`src/rtl/openhw_elastic_pipe_pkg.sv`:
```
// Shared definitions for the elastic pipeline: occupancy sizing and the
// per-cycle occupancy update classification.
package openhw_elastic_pipe_pkg;

  typedef enum logic [1:0] {
    OCC_HOLD = 2'd0,
    OCC_INC  = 2'd1,
    OCC_DEC  = 2'd2,
    OCC_CLR  = 2'd3
  } occ_op_e;

  // Counter width able to represent 0..stages inclusive.
  function automatic int unsigned cnt_width(input int unsigned stages);
    return $clog2(stages + 1);
  endfunction

endpackage

```
`src/rtl/openhw_elastic_pipe_if.sv`:
```
// Valid/ready payload channel used on both sides of the elastic pipe.
// A transfer happens on a posedge where valid & ready are both high; while
// valid & ~ready the master holds valid and data stable.
interface openhw_elastic_pipe_if #(
  parameter int unsigned WIDTH = 8
);
  logic             valid;
  logic             ready;
  logic [WIDTH-1:0] data;

  modport master (output valid, output data, input ready);
  modport slave  (input valid, input data, output ready);
endinterface

```
`src/rtl/openhw_elastic_pipe_stage.sv`:
```
// One elastic stage: a valid bit plus a data register that is only written
// when valid data is loaded, so empty-slot traffic never toggles the payload.
module openhw_pipe_stage #(
  parameter int unsigned         WIDTH     = 8,
  parameter logic [WIDTH-1:0]    RESET_VAL = '0
) (
  input  logic             clk,
  input  logic             reset,
  input  logic             flush,
  input  logic             en,
  input  logic             ld,
  input  logic             v_in,
  input  logic [WIDTH-1:0] d_in,
  output logic             v,
  output logic [WIDTH-1:0] d
);

  always_ff @(posedge clk or posedge reset) begin
    if (reset) begin
      v <= 1'b0;
      d <= RESET_VAL;
    end else begin
      if (flush) begin
        v <= 1'b0;
      end else if (en) begin
        v <= v_in;
      end
      // Flush leaves the payload untouched; only the valid bit is cleared.
      if (ld && !flush) begin
        d <= d_in;
      end
    end
  end

endmodule

```
`src/rtl/openhw_elastic_pipe.sv`:
```
// Elastic pipeline of STAGES valid/data registers with a combinational ready
// chain, bubble collapse, synchronous flush and a registered occupancy count.
module openhw_elastic_pipe
  import openhw_elastic_pipe_pkg::*;
#(
  parameter int unsigned      WIDTH     = 8,
  parameter int unsigned      STAGES    = 2,
  parameter logic [WIDTH-1:0] RESET_VAL = '0
) (
  input  logic                             clk,
  input  logic                             reset,
  input  logic                             flush,
  openhw_elastic_pipe_if.slave             in_if,
  openhw_elastic_pipe_if.master            out_if,
  output logic [cnt_width(STAGES)-1:0]     occupancy
);

  localparam int unsigned CNTW = cnt_width(STAGES);

  logic [STAGES-1:0] v;
  logic [STAGES-1:0] v_up;
  logic [STAGES:0]   rdy;
  logic [WIDTH-1:0]  d    [STAGES];
  logic [WIDTH-1:0]  d_up [STAGES];
  logic              accept;
  logic              deliver;
  occ_op_e           occ_op;

  // A stage loads when it is empty or its contents move on this cycle.
  always_comb begin
    rdy         = '0;
    rdy[STAGES] = out_if.ready;
    for (int i = int'(STAGES) - 1; i >= 0; i--) begin
      rdy[i] = ~v[i] | rdy[i+1];
    end
  end

  for (genvar i = 0; i < int'(STAGES); i++) begin : g_stage
    if (i == 0) begin : g_head
      assign v_up[i] = in_if.valid;
      assign d_up[i] = in_if.data;
    end else begin : g_body
      assign v_up[i] = v[i-1];
      assign d_up[i] = d[i-1];
    end

    openhw_pipe_stage #(
      .WIDTH     (WIDTH),
      .RESET_VAL (RESET_VAL)
    ) u_stage (
      .clk   (clk),
      .reset (reset),
      .flush (flush),
      .en    (rdy[i]),
      .ld    (rdy[i] & v_up[i]),
      .v_in  (v_up[i]),
      .d_in  (d_up[i]),
      .v     (v[i]),
      .d     (d[i])
    );
  end

  assign in_if.ready  = rdy[0] & ~flush;
  assign out_if.valid = v[STAGES-1] & ~flush;
  assign out_if.data  = d[STAGES-1];

  assign accept  = in_if.valid & in_if.ready;
  assign deliver = out_if.valid & out_if.ready;

  always_comb begin
    occ_op = OCC_HOLD;
    if (flush) begin
      occ_op = OCC_CLR;
    end else if (accept && !deliver) begin
      occ_op = OCC_INC;
    end else if (deliver && !accept) begin
      occ_op = OCC_DEC;
    end
  end

  always_ff @(posedge clk or posedge reset) begin
    if (reset) begin
      occupancy <= '0;
    end else begin
      case (occ_op)
        OCC_CLR:  occupancy <= '0;
        OCC_INC:  occupancy <= occupancy + CNTW'(1);
        OCC_DEC:  occupancy <= occupancy - CNTW'(1);
        default:  occupancy <= occupancy;
      endcase
    end
  end

`ifndef SYNTHESIS
  a_occ_popcount : assert property (@(posedge clk) disable iff (reset)
    occupancy == CNTW'($countones(v)));

  a_stall_stable : assert property (@(posedge clk) disable iff (reset)
    (out_if.valid && !out_if.ready) |=> $stable(out_if.data));
`endif

endmodule

```
`src/flat_wrapper.sv`:
```
// flat-port wrapper written by rule: the top's interface ports become plain ports
module openhw_elastic_pipe_flat import openhw_elastic_pipe_pkg::*;
#(
  parameter int unsigned      WIDTH     = 8,
  parameter int unsigned      STAGES    = 2,
  parameter logic [WIDTH-1:0] RESET_VAL = '0
)
  (clk, reset, flush, occupancy, in_if_valid, in_if_data, in_if_ready, out_if_valid, out_if_data, out_if_ready);
  openhw_elastic_pipe_if #(.WIDTH(WIDTH)) in_if_i ();
  openhw_elastic_pipe_if #(.WIDTH(WIDTH)) out_if_i ();
  input  logic clk;
  input  logic reset;
  input  logic flush;
  output logic [cnt_width(STAGES)-1:0] occupancy;
  input wire logic [$bits(in_if_i.valid)-1:0] in_if_valid;
  input wire logic [$bits(in_if_i.data)-1:0] in_if_data;
  output wire logic [$bits(in_if_i.ready)-1:0] in_if_ready;
  output wire logic [$bits(out_if_i.valid)-1:0] out_if_valid;
  output wire logic [$bits(out_if_i.data)-1:0] out_if_data;
  input wire logic [$bits(out_if_i.ready)-1:0] out_if_ready;
  assign in_if_i.valid = in_if_valid;
  assign in_if_i.data = in_if_data;
  assign in_if_ready = in_if_i.ready;
  assign out_if_valid = out_if_i.valid;
  assign out_if_data = out_if_i.data;
  assign out_if_i.ready = out_if_ready;
  openhw_elastic_pipe #(.WIDTH(WIDTH), .STAGES(STAGES), .RESET_VAL(RESET_VAL)) u_core (.clk(clk), .reset(reset), .flush(flush), .in_if(in_if_i), .out_if(out_if_i), .occupancy(occupancy));
endmodule
```
`config.mk`:
```
export PLATFORM = sky130hd
export DESIGN_NAME = openhw_elastic_pipe_flat
export DESIGN_NICKNAME = d
export VERILOG_FILES = /design/src/rtl/openhw_elastic_pipe_pkg.sv /design/src/rtl/openhw_elastic_pipe_if.sv /design/src/rtl/openhw_elastic_pipe_stage.sv /design/src/rtl/openhw_elastic_pipe.sv /design/src/flat_wrapper.sv
export SDC_FILE = /design/constraint.sdc
export NUM_CORES = 1
export LEC_CHECK = 0
export BUFFER_PORTS_ARGS = -buffer_cell sky130_fd_sc_hd__clkbuf_2
export CORE_MARGIN = 8
export CORE_UTILIZATION = 54
export DETAILED_ROUTE_END_ITERATION = 8
export PLACE_DENSITY = 0.81
export SYNTH_ARGS = -nofsm -noshare
export SYNTH_HDL_FRONTEND = slang
export SYNTH_HIERARCHICAL = 1
export SYNTH_SLANG_ARGS = --single-unit
```
`constraint.sdc`:
```
create_clock -name clk -period 2.7 [get_ports clk]
set_input_delay 0.27 -clock clk [delete_from_list [all_inputs] [get_ports clk]]
set_output_delay 0.27 -clock clk [all_outputs]
set_load 0.03 [all_outputs]
```
---- Word-level counts from Yosys, hierarchy flattened ----
Cells that the tools add are included.
W data, S select, Z words.
word-level totals
  bits of input ports ..................... 13
  word-level logic and storage cells ...... 39
  flip-flop bits (word level) ............. 20
operators by class
  mux-type cells .......................... 8
  eq/ne operators ......................... 3
  reduce and logical (&&, ||, !) cells .... 10
  bitwise logic cells ..................... 11
  add/sub/neg operators ................... 2
operator list
  operator               count
  $and A1 B1 Y1          6
  $mux W2                3
  $pmux W2 S3            1
  $eq A2 B2 Y1 const B   2
  $logic_and A1 B1 Y1    4
  $mux W1                4
  $reduce_bool A2 Y1     2
  $logic_not A1 Y1       3
  $not A1 Y1             3
  $reduce_bool A3 Y1     1
  $add A2 B1 Y2 const B  1
  $eq A2 B1 Y1 const B   1
  $or A1 B1 Y1           2
  $sub A2 B1 Y2 const B  1

---- Longest topological paths before layout ----
Gate-level depths: netlist (run 1).
  word-level depth ........................ 12
  depth in mapped cells ................... 6
  mapped depth without buffers ............ 6

---- Modules after synthesis ----
Netlist (run 1), hierarchy kept.
modules (own cells, without submodules)
  module               area each (sq um)  times used  cells each  seq. area each (sq um)
  openhw_pipe_stage    380.4              2           22          225.2
  openhw_elastic_pipe  187.7              1           24          50.0

---- Worst setup path before layout (run 1) ----
No wires, ideal clock.
  path kind ............................... register -> register
  from .................................... register u_core.g_stage[0].u_stage.v
  to ...................................... register u_core.occupancy[1]
  library setup time ...................... 0.069 ns
  stages on the path, launching flop included .. 6
  slack ................................... 1.142 ns
  arrival ................................. 1.489 ns
  buffers on the path ..................... 0
  period minus slack after synthesis ...... 1.558 ns
  path through ............................ dfrtp_1 -> o21ai_0 -> a21oi_1 -> ha_1 -> or4_1 -> nand3_1
on the way
  longest elaborated chain between the ends .. 11
RTL lines
  what                                               line                             source
  start: declaration                                 openhw_elastic_pipe_stage.sv:14  output logic v,
  start signal: assignment                           openhw_elastic_pipe_stage.sv:26  v <= v_in;
  $not A1 Y1 *                                       openhw_elastic_pipe.sv:34        rdy[i] = ~v[i] | rdy[i+1];
  $or A1 B1 Y1 *                                     openhw_elastic_pipe.sv:34
  $and A1 B1 Y1 *                                    openhw_elastic_pipe.sv:63        assign in_if.ready = rdy[0] & ~flush;
  $and A1 B1 Y1 *                                    openhw_elastic_pipe.sv:67        assign accept = in_if.valid & in_if.ready;
  $logic_not A1 Y1                                   openhw_elastic_pipe.sv:76        end else if (deliver && !accept) begin
  $logic_and A1 B1 Y1                                openhw_elastic_pipe.sv:76
  $mux W2                                            openhw_elastic_pipe.sv:76
  $mux W2 *                                          openhw_elastic_pipe.sv:74        end else if (accept && !deliver) begin
  $mux W2 *                                          openhw_elastic_pipe.sv:72        if (flush) begin
  $eq A2 B2 Y1 or $eq A2 B1 Y1 (tied branches)       openhw_elastic_pipe.sv:85        case (occ_op)
  $pmux W2 S3 or $reduce_bool A3 Y1 (tied branches)  n/a
  end signal: assignment                             openhw_elastic_pipe.sv:87        OCC_INC: occupancy <= occupancy + CNTW'(1);
  end signal: assignment                             openhw_elastic_pipe.sv:88        OCC_DEC: occupancy <= occupancy - CNTW'(1);
  end signal: assignment                             openhw_elastic_pipe.sv:89        default: occupancy <= occupancy;
  end: declaration                                   openhw_elastic_pipe.sv:15        output logic [cnt_width(STAGES)-1:0] occupancy
Mark *: on every way between the ends. The rest lies on a longest branch, timed or not.
A chain may end at the register's enable or synchronous reset.

---- Final worst setup path (run 1) ----
  from .................................... register u_core.g_stage[1].u_stage.v
  to ...................................... register u_core.g_stage[1].u_stage.d[6]
on the way
  longest elaborated chain between the ends .. 4
RTL lines
  what                      line                             source
  start: declaration        openhw_elastic_pipe_stage.sv:14
  start signal: assignment  openhw_elastic_pipe_stage.sv:26
  $not A1 Y1                openhw_elastic_pipe.sv:34
  $or A1 B1 Y1              openhw_elastic_pipe.sv:34
  net u_core.rdy[1]         openhw_elastic_pipe.sv:22        logic [STAGES:0] rdy;
  $and A1 B1 Y1             openhw_elastic_pipe.sv:55        .ld (rdy[i] & v_up[i]),
  $logic_and A1 B1 Y1       openhw_elastic_pipe_stage.sv:29  if (ld && !flush) begin
  end signal: assignment    openhw_elastic_pipe_stage.sv:30  d <= d_in;
  end: declaration          openhw_elastic_pipe_stage.sv:15  output logic [WIDTH-1:0] d
The timed path passes the listed nets, and every way through them passes these cells.

==> results.md, run 1 <==
- Leading area contributor after synthesis: dfrtp_1
- Setup tns final: 0 ns
- Crit path buf inv count: 1
- Largest net degree at the start of global routing: 11
- Post-CTS Setup Inserts: 0
- Max Cap Viol: 0
- P_int: 0.000538 W
- Row cnt: 15
- Worst r2r path cells: 5
- Setup ws final: 0.663 ns
- Die span in x: 57.9 µm
- Worst hold path type: in2reg
- Crit path DAT: 2.21 ns
- Worst vdd ir: 370 µV
- Clk slew on worst S/H paths: 0.10 ns
- Top-count cell post-synth: dfrtp_1
- GRT Residual Overflow: 0
- Vias: 593
- Ys flop type: dfrtp_1
- Crit Path Max Fanout: 8
- Nets@finish: 112
- Most used cell, CP: nor2b_1
- Clock skew: 0.000971 ns
- Synth top area share: 52.8%
- Worst R2R Setup Slack: 0.66 ns
- CTS buffer count: 3
- Synth warnings: 6
- Hold path depth: 2
- Slew Limit Fails: 0
- Util after Layout: 65.6%
- Via density: 5.29
- WL/cell: 16.4 µm
- Min Tclk post-route: 2.04 ns
- Sw Share: 33.8%
- Switch Pwr: 0.000275 W
- Initial DRT Pass Iterations: 3
- Max-slew headroom: 34.0%
- Share of layout cells above drive strength 1: 48.4%
- Run status: finished, final reports clean
- Clock root cell: clkbuf_4
- CP Cell Sequence: nor2b_1 > inv_1 > and2_1 > nor2b_1 > mux2_4
- Sequential-to-total area share from yosys stat: 52.8%
- Dpl ws: 0.679 ns
- Critical path depth in cells: 5
- Unrepaired setup endpoints after global routing: false
- Antenna Cells: 0
- Starting density of the core: 56.1%
- Final hold vios: 0
- Number of synthesized flops with an enable pin: 0
- Initial antenna violation count: 0
- Setup CP Type: reg2reg
- Std-Cell Core Area: 0.00169 mm²
- Post-Syn Area per Cell: 13.9 µm²
- CTS tree: built
- Logic pwr share: 34.1%
- Clock tree buffer depth: 2
- Clock power frac: 16.0%
- Final Wtd Congestion: 0.684
- LEAKAGE: 0.588 nW
- Number of top-level pins: 25
- Pwr dens: 734 mW/mm²
- Final setup viols: 0
- Vias in the first global route: 682
- FF-to-FF Start: u_core/g_stage[1].u_stage/v$_DFFE_PP0P_
- Final period utilization: 75.4%
- Final hold slack: 0.213 ns
- Worst Path Required: 2.88 ns
- Commonest cells post-synth: 20 x dfrtp_1, 16 x mux2_4, 6 x inv_1
- Max Clk Rate: 0.491 GHz
- Worst Setup Start Kind: flop
- Synthesized area: 948 µm²
- Synth Instances: 68
- Area contributors post-synth: dfrtp_1 53%, mux2_4 25%, ha_1 2.6%
- Net Count, Synth: 83
- H-tree levels: 1
- Delay-heaviest family, CP: simple AND/OR/NAND/NOR gates
- DP HPWL: 1.54 mm
- Post-route ant nets: 0
- Critical path's largest stage delay: 0.78 ns
- First-pass GRT wire length: 3.17 mm
- Die area: 0.00335 mm²
- CP Capture Point: u_core/g_stage[1].u_stage/d[6]$_DFFE_PP0P_
- Area growth syn-to-layout: 16.8%
- Post-synth ARST share: 100%
- DR iter-0 viols: 8
- Sequential Power Share: 50.0%
- Slowest cell on the critical path: nor2b_1
- Final wirelength: 1.83 mm
- Clk sinks: 20
- I/O Buffers: 24
- #FFs+latches synth: 20
- Post-synthesis cell type count: 19
- GRT Util Overall: 12.4%
- Worst-Margin Slew: 0.988 ns
- DR DRC count: 0
- Die Height: 57.9 µm
- Crit end category: flop
- Critical Path Start: u_core/g_stage[1].u_stage/v$_DFFE_PP0P_
- Clock Latency Late Sink: 0.28 ns
- Worst r2r dst: u_core/g_stage[1].u_stage/d[6]$_DFFE_PP0P_
==> power groups by stage <==
stage | registers [W] | clock network [W] | logic (W)
after detailed placement | 0.000414 | 0 | 0.000280
after global placement | 0.000407 | 0 | 0.000271
final | 0.000406 | 0.000130 | 0.000277
after CTS | 0.000407 | 0.000135 | 0.000282
after floorplan | 0.000488 | 0 | 0.000118
after global routing | 0.000416 | 0.000148 | 0.000298
==> cell families after synthesis <==
family                     count (synthesis)  synth area share (%)
adders and majority gates                  2                  2.64
xor gates and xnor gates                   1                 0.924
AOI/OAI and AO/OA                          6                  3.96
and+or+nand+nor                           13                  7.52
buffers and inverters                      8                  4.75
muxes                                     18                  27.4
DFF                                       20                  52.8
==> repair_timing <==
item | in CTS | in global routing
gates resized for setup | 0 | 0
hold endpoints to repair | 20 | 0
hold buffers | 1 | 0
endpoints found under the setup margin | 0 | 0
==> stage by stage <==
| step | instances | total power (W) | cell area [µm²] |
|---|---|---|---|
| finish | 112 | 0.000813 | 1110 |
| floorplan | 68 | 0.000606 | 948 |
| global route | 112 | 0.000862 | 1110 |
| global placement | 108 | 0.000678 | 1070 |
| detailed placement | 108 | 0.000693 | 1070 |
| CTS | 112 | 0.000824 | 1110 |
==> worst min-delay path by stage <==
stage / from / end / slack (ns)
after global routing: in_if_data[5] / u_core/g_stage[0].u_stage/d[5]$_DFFE_PP0P_ / 0.19
after floorplan: reset / u_core/occupancy[0]$_DFFE_PP0P_ / 0.01
after detailed placement: reset / u_core/occupancy[1]$_DFFE_PP0P_ / 0.13
after global placement: reset / u_core/occupancy[1]$_DFFE_PP0P_ / 0.13
final: in_if_data[5] / u_core/g_stage[0].u_stage/d[5]$_DFFE_PP0P_ / 0.21
after CTS: in_if_data[5] / u_core/g_stage[0].u_stage/d[5]$_DFFE_PP0P_ / 0.20
==> sequential cells by signal, indices dropped and copies added (netlist names) <==
register                  cells
u_core/g_stage.u_stage/d     16
u_core/g_stage.u_stage/v      2
u_core/occupancy              2
==> layer usage <==
| layer | vias to the layer above | track usage [%] | wire length [µm] |
|---|---|---|---|
| met2 | 15 | 21.2 | 930 |
| met1 | 292 | 13.7 | 781 |
| met3 | 2 | 3.97 | 101 |
| li1 | 284 | - | - |
| met5 | - | 0 | 0 |
| met4 | 0 | 5.24 | 22 |
==> cells in the final DEF (no fill, tap or decap) <==
cell type,count
clkbuf_2,24
dfrtp_1,20
mux2_4,16
inv_1,6
nor2b_1,4
clkbuf_4,3
a21oi_1,3
nand2_1,2
ha_1,2
mux2i_1,2
nor2_1,2
dlygate4sd3_1,1
xnor2_1,1
or4_1,1
nand3b_1,1
nand3_1,1
nor3_1,1
a21o_2,1
o21ai_0,1
a31o_2,1
and2_1,1
buf_4,1
==> area by class of cell <==
type                    count  area (µm²)
well taps                  17        21.3
multi-input cells          40         403
fillers                   140         582
clock buffers               3        22.5
inverters                   6        22.5
flip-flops and latches     20         500
repair buffers             26         138
Note: power is estimated with default switching activity, not from simulation.
==> run 2, diff against run 1 <==
--- a/config.mk
+++ b/config.mk
@@ -5,11 +5,12 @@
 export SDC_FILE = /design/constraint.sdc
 export NUM_CORES = 1
 export LEC_CHECK = 0
+export ABC_AREA = 1
 export BUFFER_PORTS_ARGS = -buffer_cell sky130_fd_sc_hd__clkbuf_2
 export CORE_MARGIN = 8
-export CORE_UTILIZATION = 54
+export CORE_UTILIZATION = 51
 export DETAILED_ROUTE_END_ITERATION = 8
-export PLACE_DENSITY = 0.81
+export PLACE_DENSITY = 0.77
 export SYNTH_ARGS = -nofsm -noshare
 export SYNTH_HDL_FRONTEND = slang
 export SYNTH_HIERARCHICAL = 1
==> constraint.sdc (replaced) <==
create_clock -name clk -period 2 [get_ports clk]
set_input_delay 0.2 -clock clk [delete_from_list [all_inputs] [get_ports clk]]
set_output_delay 0.2 -clock clk [all_outputs]
set_load 0.03 [all_outputs]
==> results.md, run 2 <==
- Max-slew headroom: 76.0%
- Setup CP Type: reg2reg
- Die span in x: 59.9 µm
- Post-synth ARST share: 100%
- Critical Path Start: u_core/g_stage[1].u_stage/v$_DFFE_PP0P_
- Clock Latency Late Sink: 0.30 ns
- Vias: 893
- Area of the multi-input gates: 400 µm²
- Setup tns final: 0 ns
- Post-synthesis cell type count: 15
- Final period utilization: 78.6%
- Min-delay src: in_if_data[3]
- Clk sinks: 20
- CTS tree: built
- Run status: finished, final reports clean
- Synth top area share: 50.9%
- GRT Util Overall: 13.0%
- Commonest cells post-synth: 50 x nand2_1, 20 x dfrtp_1, 19 x nand3_1
- Final wirelength: 2.08 mm
- Die area: 0.00359 mm²
- Register area: 500 µm²
- Max Clk Rate: 0.636 GHz
- Crit path buf inv count: 1
- CTS buffer count: 3
- Sw Share: 32.5%
- Synth warnings: 6
- First-pass GRT wire length: 3.62 mm
- Worst R2R Setup Slack: 0.43 ns
- Slowest cell on the critical path: dfrtp_1
- Worst Setup Start Kind: flop
- Final Wtd Congestion: 0.835
- Critical path's largest stage delay: 0.44 ns
- Vias in the first global route: 864
- #FFs+latches synth: 20
- Clock root cell: clkbuf_4
- Worst-Margin Slew: 0.360 ns
- DR iter-0 viols: 32
- WL/cell: 11.7 µm
- Sequential-to-total area share from yosys stat: 50.9%
- Min Tclk post-route: 1.57 ns
- Worst hold path type: in2reg
- Antenna Cells: 0
- Synthesized area: 983 µm²
- Max FFs per register: 16
- Net Count, Synth: 138
- H-tree levels: 1
- Final hold vios: 0
- DP HPWL: 1.58 mm
- Logic pwr share: 24.9%
- Die Height: 59.9 µm
- Most common cell after layout, fill and taps aside: nand2_1
- Starting density of the core: 52.3%
- Std-Cell Core Area: 0.00188 mm²
- Clock skew: 0.000957 ns
- Sequential Power Share: 45.7%
- Post-route ant nets: 0
- Number of synthesized flops with an enable pin: 0
- Final setup viols: 0
- Initial DRT Pass Iterations: 4
- Switch Pwr: 0.000363 W
- Crit path DAT: 1.82 ns
- Delay-heaviest family, CP: simple AND/OR/NAND/NOR gates
- FF-to-FF Start: u_core/g_stage[1].u_stage/v$_DFFE_PP0P_
- GRT Residual Overflow: 0
- Crit end category: flop
- P_int: 0.000754 W
- Number of top-level pins: 25
- DR DRC count: 0
- Worst vdd ir: 753 µV
- Clock power frac: 29.4%
- Post-Syn Area per Cell: 8.00 µm²
- Pwr dens: 942 mW/mm²
- Top flop regs: u_core/g_stage.u_stage/d x16, u_core/g_stage.u_stage/v x2, u_core/occupancy x2
- Ys flop type: dfrtp_1
- Clk slew on worst S/H paths: 0.11 ns
- Max Cap Viol: 0
- I/O Buffers: 24
- Nets@finish: 167
- Clock tree buffer depth: 2
- Area growth syn-to-layout: 20.5%
- Final hold slack: 0.116 ns
- Critical path depth in cells: 10
- CP Cell Sequence: nand3_2 > nand2_2 > nand2_1 > o21ai_0 > ha_1 > inv_1 > nand2_1 > nor2_1 > nand2_1 > nand3_1
- Crit Path Max Fanout: 5
- Top-count cell post-synth: nand2_1
- Slew Limit Fails: 0
- Most frequent cells in the layout: 50 x nand2_1, 24 x clkbuf_2, 20 x dfrtp_1, 19 x nand3_1, 11 x inv_1
- Top reg by flops: u_core/g_stage.u_stage/d
- Fillers: 170
- Share of layout cells above drive strength 1: 27.2%
- Row cnt: 16
- Worst r2r dst: u_core/occupancy[1]$_DFFE_PP0P_
- Via density: 5.02
- LEAKAGE: 0.709 nW
- CP Capture Point: u_core/occupancy[1]$_DFFE_PP0P_
- Most used cell, CP: nand2_1
- Area contributors post-synth: dfrtp_1 51%, nand2_1 19%, nand3_1 9.7%
- Final total power: 0.00112 W
- Largest net degree at the start of global routing: 13
- Worst r2r path cells: 10
- Leading area contributor after synthesis: dfrtp_1
- Initial antenna violation count: 0
- Worst Path Required: 2.25 ns
- Unrepaired setup endpoints after global routing: false
- CTS resizes: 0
- Synth Instances: 123
## run 2: changes by cell type after synthesis, sizes merged, moves of 2 or more
cell / change
mux2i: -2
nand2: +53
a21oi: -3
nor2b: -4
mux2: -16
inv: +10
nor2: +3
nand3: +19
## run 2: worst min path at each step
stage	cells after the start	to	slack [ns]
2_1_floorplan	1	u_core/occupancy[0]$_DFFE_PP0P_	-0.06
3_3_place_gp	2	u_core/occupancy[0]$_DFFE_PP0P_	0.07
3_5_place_dp	2	u_core/occupancy[1]$_DFFE_PP0P_	0.07
4_1_cts	3	u_core/g_stage[0].u_stage/d[1]$_DFFE_PP0P_	0.11
5_1_grt	3	u_core/g_stage[0].u_stage/d[1]$_DFFE_PP0P_	0.10
6_report	3	u_core/g_stage[0].u_stage/d[3]$_DFFE_PP0P_	0.12
## run 2: final cells by class
type	count	share of cell area, %
sequential	20	42.2
clock buffer	3	1.90
inverter	16	5.07
clock inverter	1	2.53
timing repair buffer	26	11.6
tap	27	2.85
multi-input combinational	85	33.8
## run 2: power by group through the flow
stage	logic, W	clock network (W)	registers [W]
2_1_floorplan	0.000113	0	0.000594
3_3_place_gp	0.000270	0	0.000514
3_5_place_dp	0.000278	0	0.000518
4_1_cts	0.000280	0.000333	0.000510
5_1_grt	0.000307	0.000349	0.000520
6_report	0.000278	0.000328	0.000511
## run 2: cell families (layout without fill, tap and decap cells)
| logic type | after synthesis | after routing | synth area share, % |
|---|---|---|---|
| flip-flops | 20 | 20 | 50.9 |
| AO/OA/AOI/OAI | 3 | 3 | 2.04 |
| AND/OR/NAND/NOR | 80 | 80 | 36.1 |
| buffers and inverters | 18 | 46 | 8.40 |
| adder cells (fa/ha/maj) | 2 | 2 | 2.54 |
## run 2: worst reg2reg max path: cells and delay by family, from the launching register on
family | cells | cell delay (ns)
compound gates | 1 | 0.11
flops | 1 | 0.44
fa+ha+maj | 1 | 0.31
simple gates | 7 | 0.61
buf+inv | 1 | 0.05
## run 2: repair_timing
item | CTS | global route
buffers inserted | 0 | 0
hold endpoints to repair | 20 | 0
hold buffers | 1 | 0
## run 2: stage by stage
step	instances	utilization (%)	worst slack [ns]	instance area (µm²)
final	178	63.0	0.428	1180
after global routing	178	63.0	0.265	1180
after CTS	178	63.0	0.445	1180
after global placement	173	59.6	0.547	1120
after detailed placement	173	59.6	0.481	1120
after floorplan	123	-	0.581	983
## run 2: per-layer routing
metal	track usage, %	up-vias	wire, µm
met4	4.76	0	34
met5	0	-	0
met2	21.8	34	1000
met3	3.01	4	123
met1	15.5	416	918
li1	-	439	-
==> run 3, diff against run 2 <==
==> constraint.sdc (replaced) <==
create_clock -name clk -period 1.61 [get_ports clk]
set_input_delay 0.161 -clock clk [delete_from_list [all_inputs] [get_ports clk]]
set_output_delay 0.161 -clock clk [all_outputs]
set_load 0.03 [all_outputs]
==> results.md, run 3 (same netlist as run 2, synthesis figures left out) <==
- Vias in the first global route: 799
- Pwr dens: 1160 mW/mm²
- Most frequent cells in the layout: 50 x nand2_1, 24 x clkbuf_2, 19 x nand3_1, 19 x dfrtp_1, 11 x inv_1
- Clk slew on worst S/H paths: 0.11 ns
- Crit end category: flop
- Die area: 0.00359 mm²
- FF-to-FF Start: u_core/g_stage[1].u_stage/v$_DFFE_PP0P_
- WL/cell: 11.2 µm
- CTS tree: built
- Min-delay src: in_if_data[0]
- Starting density of the core: 52.3%
- First-pass GRT wire length: 3.36 mm
- Clock Latency Late Sink: 0.30 ns
- Nets@finish: 168
- Antenna Cells: 0
- Slew Limit Fails: 0
- Worst-Margin Slew: 0.356 ns
- Worst hold path type: in2reg
- Final setup viols: 0
- CTS buffer count: 3
- Number of top-level pins: 25
- Util after Layout: 63.6%
- Initial antenna violation count: 0
- Die span in x: 59.9 µm
- Setup tns final: 0 ns
- DR iter-0 viols: 12
- DR DRC count: 0
- Final hold vios: 0
- DP HPWL: 1.54 mm
- Area growth syn-to-layout: 21.6%
- Final period utilization: 93.0%
- Worst Setup Start Kind: flop
- Clock root cell: clkbuf_4
- Top flop regs: u_core/g_stage.u_stage/d x16, u_core/g_stage.u_stage/v x2, u_core/occupancy x2
- Share of layout cells above drive strength 1: 28.9%
- Post-route ant nets: 0
- Vias: 851
- Run status: finished, final reports clean
- Critical Path Start: u_core/g_stage[1].u_stage/v$_DFFE_PP0P_
- Crit Path Max Fanout: 5
- Via density: 4.75
- GRT Residual Overflow: 0
- Top reg by flops: u_core/g_stage.u_stage/d
- Max Clk Rate: 0.668 GHz
- Final wirelength: 2.01 mm
- Std-Cell Core Area: 0.00188 mm²
- Row cnt: 16
- Clock tree buffer depth: 2
- Crit path DAT: 1.75 ns
- Max-slew headroom: 76.3%
- Die Height: 59.9 µm
- Min Tclk post-route: 1.50 ns
- H-tree levels: 1
- Max FFs per register: 16
- Initial DRT Pass Iterations: 4
- Clock skew: 0.00138 ns
- Worst Path Required: 1.86 ns
- Clk sinks: 20
- Fillers: 173
- LEAKAGE: 0.713 nW
- I/O Buffers: 24
- Max Cap Viol: 0
- Setup CP Type: reg2reg
- Largest net degree at the start of global routing: 13
- Worst vdd ir: 673 µV
- GRT Util Overall: 12.3%
- Final Wtd Congestion: 0.831
- Most common cell after layout, fill and taps aside: nand2_1
run 3: power by group:
group | switching [W] | internal [W]
clock | 0.000157 | 0.000252
sequential | 0.0000523 | 0.000582
combinational | 0.000239 | 0.000105
total | 0.000448 | 0.000939
run 3: timing repair:
action,in CTS,in global routing
setup buffers,0,1
endpoints found under the setup margin,0,2
hold buffers,1,0
endpoints found under the hold margin,20,0
gates resized for setup,0,3
run 3: worst paths after layout:
check,endpoint,slack [ns],cells past startpoint
max,u_core/occupancy[1]$_DFFE_PP0P_,0.11,10
min,u_core/g_stage[0].u_stage/d[0]$_DFFE_PP0P_,0.08,3
max reg2reg,u_core/occupancy[1]$_DFFE_PP0P_,0.11,10
min reg2reg,u_core/g_stage[1].u_stage/d[5]$_DFFE_PP0P_,0.49,2
max in group asynchronous,u_core/g_stage[1].u_stage/v$_DFFE_PP0P_,0.96,3
min in group asynchronous,u_core/occupancy[1]$_DFFE_PP0P_,0.26,3
run 3: final cells by class:
type                    count  area, µm²  area share [%]
repair buffers             27        145            12.1
flip-flops and latches     20        502            41.9
clock inverters             1       30.0            2.51
clock buffers               3       22.5            1.88
multi-input cells          85        403            33.7
well taps                  27       33.8            2.82
inverters                  16       60.1            5.02
run 3: metrics by stage:
| stage | hold WS, ns | cell area, µm² | std cells | total power (W) | setup WS (ns) |
|---|---|---|---|---|---|
| after floorplan | -0.0978 | 983 | 123 | 0.000879 | 0.191 |
| after global placement | 0.0290 | 1120 | 173 | 0.000974 | 0.159 |
| after detailed placement | 0.0344 | 1120 | 173 | 0.000986 | 0.0614 |
| after CTS | 0.0698 | 1180 | 178 | 0.00140 | 0.0312 |
| after global routing | 0.0700 | 1200 | 179 | 0.00147 | -0.00689 |
| final | 0.0783 | 1200 | 179 | 0.00139 | 0.113 |
run 3: metal layers:
metal / GRT usage, % / wire [µm]
met5: 0 / 0
met4: 6.12 / 50
met1: 14.6 / 917
met2: 20.0 / 913
met3: 3.23 / 124
run 3: critical path: stages (launching register included):
cell	delay [ns]
dfrtp_2	0.46
nand3_2	0.12
nand2_2	0.08
nand2_1	0.06
o21ai_1	0.08
ha_1	0.30
inv_1	0.05
nand2_1	0.08
nor2_2	0.10
nand2_1	0.07
nand3_1	0.06
